--- src/rtl/alu_ctrl_pkg.sv ---
// Shared definitions for the ALU control path: command codes, scheduler
// state encoding and the settle-counter width.
package alu_ctrl_pkg;

   localparam logic [2:0] CMD_ADD  = 3'd0;
   localparam logic [2:0] CMD_SUB  = 3'd1;
   localparam logic [2:0] CMD_XOR  = 3'd2;
   localparam logic [2:0] CMD_SLT  = 3'd3;
   localparam logic [2:0] CMD_AND  = 3'd4;
   localparam logic [2:0] CMD_NAND = 3'd5;
   localparam logic [2:0] CMD_NOR  = 3'd6;
   localparam logic [2:0] CMD_OR   = 3'd7;

   localparam logic [1:0] ST_IDLE   = 2'd0;
   localparam logic [1:0] ST_SETTLE = 2'd1;
   localparam logic [1:0] ST_RESP   = 2'd2;

   localparam int CNT_W = 4;
   typedef logic [CNT_W-1:0] cnt_t;

endpackage

--- src/rtl/rr_arbiter2.sv ---
// Two-way round-robin grant. Purely combinational; the caller owns the
// priority pointer (0 = requester 0 preferred on a tie).
module rr_arbiter2 (
   input  logic [1:0] valid,
   input  logic       ptr,
   output logic [1:0] grant
);

   always_comb begin
      grant = valid;
      if (valid == 2'b11) begin
         grant = ptr ? 2'b10 : 2'b01;
      end
   end

endmodule

--- src/rtl/alu_request_scheduler.sv ---
// Arbitrates two requesters onto the shared structural ALU, holds its
// operands for a settle window, then returns the captured result and flags.
module alu_request_scheduler
   import alu_ctrl_pkg::*;
#(
   parameter int SETTLE_CYCLES = 4   // 1..15, must cover the ALU's worst-case delay
) (
   input  logic        clk,
   input  logic        reset,

   input  logic        req0_valid,
   output logic        req0_ready,
   input  logic [31:0] req0_a,
   input  logic [31:0] req0_b,
   input  logic [2:0]  req0_cmd,

   input  logic        req1_valid,
   output logic        req1_ready,
   input  logic [31:0] req1_a,
   input  logic [31:0] req1_b,
   input  logic [2:0]  req1_cmd,

   output logic [31:0] alu_a,
   output logic [31:0] alu_b,
   output logic [2:0]  alu_cmd,
   input  logic [31:0] alu_result,
   input  logic        alu_carryout,
   input  logic        alu_zero,
   input  logic        alu_overflow,

   output logic        rsp_valid,
   input  logic        rsp_ready,
   output logic        rsp_id,
   output logic [31:0] rsp_result,
   output logic        rsp_carryout,
   output logic        rsp_zero,
   output logic        rsp_overflow,

   output logic        busy,
   output logic [1:0]  fsm_state
);

   localparam cnt_t CNT_LOAD = cnt_t'(SETTLE_CYCLES - 1);

   logic [1:0] state;
   logic       ptr;
   cnt_t       cnt;
   logic [1:0] grant;

   rr_arbiter2 u_arb (
      .valid (({req1_valid, req0_valid})),
      .ptr   (ptr),
      .grant (grant)
   );

   // Handshakes: a transfer happens on a rising edge where valid and ready
   // are both high. req*_ready is combinational on req*_valid, so requesters
   // must never wait for ready before raising valid. rsp_valid stays high,
   // with rsp_* frozen, until an edge sees rsp_ready high.
   assign req0_ready = !reset && (state == ST_IDLE) && grant[0];
   assign req1_ready = !reset && (state == ST_IDLE) && grant[1];
   assign busy       = (state != ST_IDLE);
   assign fsm_state  = state;

   always_ff @(posedge clk or posedge reset) begin
      if (reset) begin
         state        <= ST_IDLE;
         ptr          <= 1'b0;
         cnt          <= '0;
         alu_a        <= '0;
         alu_b        <= '0;
         alu_cmd      <= CMD_ADD;
         rsp_valid    <= 1'b0;
         rsp_id       <= 1'b0;
         rsp_result   <= '0;
         rsp_carryout <= 1'b0;
         rsp_zero     <= 1'b0;
         rsp_overflow <= 1'b0;
      end else begin
         case (state)
            ST_IDLE: begin
               if (grant != 2'b00) begin
                  alu_a   <= grant[1] ? req1_a   : req0_a;
                  alu_b   <= grant[1] ? req1_b   : req0_b;
                  alu_cmd <= grant[1] ? req1_cmd : req0_cmd;
                  rsp_id  <= grant[1];
                  cnt     <= CNT_LOAD;
                  // Next tie goes to whoever lost this one.
                  ptr     <= grant[0];
                  state   <= ST_SETTLE;
               end
            end
            ST_SETTLE: begin
               if (cnt == '0) begin
                  rsp_result   <= alu_result;
                  rsp_carryout <= alu_carryout;
                  rsp_zero     <= alu_zero;
                  rsp_overflow <= alu_overflow;
                  rsp_valid    <= 1'b1;
                  state        <= ST_RESP;
               end else begin
                  cnt <= cnt - cnt_t'(1);
               end
            end
            ST_RESP: begin
               if (rsp_ready) begin
                  rsp_valid <= 1'b0;
                  state     <= ST_IDLE;
               end
            end
            default: state <= ST_IDLE;
         endcase
      end
   end

endmodule

--- config.mk ---
export PLATFORM = sky130hd
export DESIGN_NAME = alu_request_scheduler
export DESIGN_NICKNAME = d
export VERILOG_FILES = /design/src/rtl/alu_ctrl_pkg.sv /design/src/rtl/rr_arbiter2.sv /design/src/rtl/alu_request_scheduler.sv
export SDC_FILE = /design/constraint.sdc
export NUM_CORES = 1
export LEC_CHECK = 0
export ABC_AREA = 1
export CAP_MARGIN = 0
export CORE_ASPECT_RATIO = 0.9
export CORE_MARGIN = 1.5
export CORE_UTILIZATION = 40
export CTS_CLUSTER_SIZE = 12
export DETAILED_ROUTE_END_ITERATION = 12
export DONT_BUFFER_PORTS = 1
export PLACE_DENSITY = 0.62
export SETUP_SLACK_MARGIN = 0.3
export SYNTH_ARGS = -nofsm -noshare
export SYNTH_HDL_FRONTEND = slang
export SYNTH_HIERARCHICAL = 1
export SYNTH_SLANG_ARGS = --single-unit
--- constraint.sdc ---
create_clock -name clk -period 8.3 [get_ports clk]
set_input_delay 2.075 -clock clk [delete_from_list [all_inputs] [get_ports clk]]
set_output_delay 2.075 -clock clk [all_outputs]
set_load 0.01 [all_outputs]
After elaboration in Yosys (flattened, before gate mapping)
Cells that the tools add are included.

storage, ports and cells
  bits in registers = 111
  input bits = 174

cells by class
  $add $sub $neg = 1
  eq/ne operators = 7
  reduce and logical (&&, ||, !) cells = 15
  muxes and demuxes = 15

operator list
  cell                 count
  $mux 32              2
  $mux 2               5
  $reduce_and 3->1     3
  $mux 4               2
  $pmux 4 s2           1
  $reduce_bool 2->1    4
  $ne 2x2->1 const B   3
  $pmux 2 s3           1
  $eq 2x2->1 const B   2
  $logic_not 4->1      1
  $reduce_and 2->1     2
  $sub 4x1->4 const B  1
  $logic_and 1x1->1    3
  $mux 3               1
  $eq 2x1->1 const B   1
  $logic_not 2->1      1
  $mux 1               2
  $ne 2x1->1 const B   1
  $pmux 1 s2           1
  $logic_not 1->1      1

Logic depth before layout (Yosys ltp)
  depth in word-level cells = 5
  depth in mapped cells = 9
  mapped depth without buffers = 7

Hierarchy
Netlist, hierarchy kept.

by module, submodules not included
  module                 cells an instance  instances  area each (um^2)
  alu_request_scheduler  633                1          5114.9
  rr_arbiter2            5                  1          21.3

Least setup slack after synthesis
No wires, ideal clock.

  kind = input port to output port
  start point = input port req0_valid
  end point = output port req1_ready
  path buffers = 2
  stages = 7
  path slack = 3.352 ns
  required time = 6.225 ns
  arrival time = 2.873 ns
  path through = inv_1 nand2_1 nand2_1 buf_4 clkbuf_1 nand2_1 nor2_1

between the ends
  cells in the longest elaborated chain, start to end = 3

RTL lines
  item                RTL line                     text
  from (decl)         alu_request_scheduler.sv:11  input logic req0_valid,
  $eq 2x2->1          rr_arbiter2.sv:11            if (valid == 2'b11) begin
  $mux 2              rr_arbiter2.sv:11
  named net grant[1]  alu_request_scheduler.sv:48  logic [1:0] grant;
  $logic_and 1x1->1   alu_request_scheduler.sv:61  assign req1_ready = !reset && (state == ST_IDLE) && grant[1];
  to (decl)           alu_request_scheduler.sv:18  output logic req1_ready,

The timed path passes the listed nets, and every way through them passes these cells.

Final worst setup path
Ends and elaborated chain as after synthesis.

==> qor.yml <==
outcome:
  run_status: "completed"
yosys:
  synth-seq-cells: 111
  synth_area_um2: 5140
  synth_seq_area_share: 0.541
  yosys_warnings: 6
  ys_types: 20
  synthesis.nets: 814
  postSynthCellCount: 638
  synth_area_per_cell_um2: 8.05
critical_path:
  critPathRequiredTime_ns: 6.23
  worst_ep_arrival_time_ns: 3.43
  timing.critical_path.mode_cell: "sky130_fd_sc_hd__nand2_1"
  crit_path_max_incr_delay_ns: 0.77
  reg2reg_to: "cnt[2]"
  critical_path_startpoint_category: "input port"
  ff2ff_setup_slack_ns: 5.19
  critPathKind: "in2out"
  slowest_stage: "sky130_fd_sc_hd__nand2_4"
  critical_path.cell_chain: "inv_1 > nand2_1 > nand2_4 > nand2_1 > nor2_1"
  timing.critical_path.buf_inv: 1
  critical_path.endpoint_type: "primary output"
  timing.critical_path.max_delay_family: "simple AND/OR/NAND/NOR gates"
  register_to_register_path_depth: 8
  critical_path.max_fanout: 136
  critical_path.reg2reg.startpoint: "ptr"
die:
  chipWidth_um: 122
  placement_rows: 39
  die_area_um2: 13500
  initial_utilization: 0.408
  io_pins: 283
  dieHeight_um: 111
  design.core.area_um2: 12600
global_route:
  global_route.usage.total: 0.164
  number_of_antenna_violations_at_the_first_check_in_global_routing: 0
  grt_first_pass_wirelength_um: 17400
  grt-ovfl-total: 0
  grt_start_max_net_pins: 137
  via_count_of_the_first_global_routing_pass: 3727
flow_run:
  cap_viol_max_count: 0
placed_design:
  portBuffers: 0
  routabilityCongestion: 0.796
  hpwlAfterDp_um: 8180
clock_tree:
  clk_pin_slew_worst_paths_ns: 0.07
  cts_setup_buffers: 0
  cts_buffers: 9
  clk-insertion-delay-late_ns: 0.34
  postCtsHoldBufs: 0
  total_clock_sinks: 111
  root_buffer: "sky130_fd_sc_hd__clkbuf_16"
  cts-root-to-sink-buffers: 2
  cts_tree: "done"
  clock_tree.htree_level_count: 3
  number_of_gates_resized_after_cts: 0
detailed_routing:
  routed_wire_length_per_instance_um: 14.2
  detail-route-antenna-nets: 0
  drt-pass1-iter-count: 5
  vias_per_cell: 4.92
  wl_final_um: 11100
  route.vias.total: 3865
  route.detailed.drc: 0
  drt-initial-drc-count: 213
power_and_ir_drop:
  power.density_cell_area_nw_per_um2: 391
  irDropWorstVdd_mv: 0.138
  static-leakage-power_uw: 0.00282
timing:
  timing.fmax_ghz: 0.182
  final.period_utilization: 0.664
  post-route-min-period_ns: 5.51
  report.final.setup_viol: 0
  fin_skew_ns: 0.00613
  timing.setup.tns_ns: 0
  tightest_slew_ns: 1.15
  grt_setup_unrepaired: "false"
  max_slew_margin: 0.232
  report.final.slew_viol_count: 0
  timing.final.hold_violations: 0
finish:
  nFillCells: 1268
  final_layout_size_suffix_gt1_frac: 0.0403
  final_util: 0.433
  layout_area_growth_over_synthesis_pct: 6.07
  antenna_cells_inserted: 0
  design.final.nets: 792
hold_path:
  hold-path-endpoint: "ptr"
  worst_hold_path_type: "reg2reg"
  worst_hold_path.num_cells: 2
  timing.hold.worst.start: "ptr"
-- worst reg2reg max path, delay by kind of cell, from the launching register on --
kind,cells,cell delay [ns]
and+or+nand+nor,4,1.09
buffers and inverters,2,1.08
AOI/OAI and AO/OA,2,0.43
DFF,1,0.40
-- placed cells by master, fill, tap and decap left out, drive strengths merged --
cell	netlist	routed
nand2	189	189
ha	2	2
clkinvlp	0	3
buf	22	3
dfrtp	111	111
nand3	5	5
clkinv	0	1
clkbuf	14	11
o21ai	174	174
a21oi	1	1
xor2	1	1
bufinv	0	1
inv	109	109
nand4	1	1
nor2	9	9
-- per-layer routing --
layer | vias to the layer above | global-route usage | share of wire
met3 | 17 | 0.0527 | 0.10
met5 | - | 0 | 0
met2 | 196 | 0.296 | 0.50
li1 | 1922 | - | -
met4 | 0 | 0.0698 | 0.020
met1 | 1730 | 0.173 | 0.38
-- cell families (layout without fill, tap and decap cells) --
logic type / after synthesis / count (layout) / synth area share
flops: 111 / 111 / 0.541
compound gates: 175 / 175 / 0.173
buf+inv: 145 / 128 / 0.124
fa+ha+maj: 2 / 2 / 0.00487
simple gates: 204 / 204 / 0.156
xor+xnor: 1 / 1 / 0.00171
-- worst max-delay path by stage --
stage / from / endpoint / slack (ns) / depth (start not counted)
floorplan: reset / alu_a[0] / 3.29 / 1
global placement: req0_valid / req1_ready / 2.81 / 5
detailed placement: req0_valid / req1_ready / 2.72 / 5
CTS: req0_valid / req1_ready / 2.73 / 5
global route: req0_valid / req1_ready / 2.51 / 5
finish: req0_valid / req1_ready / 2.79 / 5
-- per-stage QoR --
step	area, µm²	total power [µW]	setup slack [ns]	cells	hold WS (ns)
after floorplan	5140	1600	3.29	638	0.463
after global placement	5150	1690	2.81	769	0.492
after detailed placement	5150	1730	2.72	769	0.510
after CTS	5450	2160	2.73	785	0.525
after global routing	5450	2310	2.51	785	0.554
final	5450	2130	2.79	785	0.525
-- state kept, by name, summed over array words and instances, names as in the netlist --
| name | count |
|---|---|
| rsp_id | 1 |
| rsp_overflow | 1 |
| rsp_result | 32 |
| alu_b | 32 |
| rsp_carryout | 1 |
| rsp_zero | 1 |
| cnt | 4 |
| alu_a | 32 |
| alu_cmd | 3 |
| ptr | 1 |
| rsp_valid | 1 |
| fsm_state | 2 |
-- cell usage after synthesis --
cell                       count  area share
sky130_fd_sc_hd__o21ai_0     114        0.11
sky130_fd_sc_hd__dfrtp_1     111        0.54
sky130_fd_sc_hd__ha_1          2      0.0049
sky130_fd_sc_hd__inv_1       108       0.079
sky130_fd_sc_hd__clkbuf_1     10      0.0073
sky130_fd_sc_hd__buf_2        12       0.012
sky130_fd_sc_hd__nor2_1        7      0.0051
sky130_fd_sc_hd__xor2_1        1      0.0017
sky130_fd_sc_hd__nand4_1       1      0.0012
sky130_fd_sc_hd__o21ai_4       1      0.0032
sky130_fd_sc_hd__o21ai_1      59       0.057
sky130_fd_sc_hd__nand2_1     189        0.14
sky130_fd_sc_hd__nor2_4        2      0.0044
sky130_fd_sc_hd__buf_4         1      0.0015
sky130_fd_sc_hd__clkbuf_2      4      0.0039
sky130_fd_sc_hd__inv_2         1     0.00073
sky130_fd_sc_hd__nand3_1       4      0.0039
sky130_fd_sc_hd__nand3_4       1      0.0034
sky130_fd_sc_hd__buf_6         9       0.020
sky130_fd_sc_hd__a21oi_1       1     0.00097
-- power by group --
| group | leakage [µW] | switching [µW] | internal [µW] |
|---|---|---|---|
| logic | 0.00133 | 357 | 198 |
| clock network | 0.000138 | 188 | 242 |
| registers | 0.00135 | 330 | 815 |
-- final cells by class --
class,instances,area (µm²),area share
Multi-Input combinational cell,382,1730,0.318
Inverter,109,412,0.0756
Sequential cell,111,2780,0.510
Clock inverter,5,57.6,0.0106
Tap cell,164,205,0.0377
Clock buffer,11,243,0.0446
Timing Repair Buffer,3,22.5,0.00413
No activity file was read; power rests on OpenSTA's default activity.
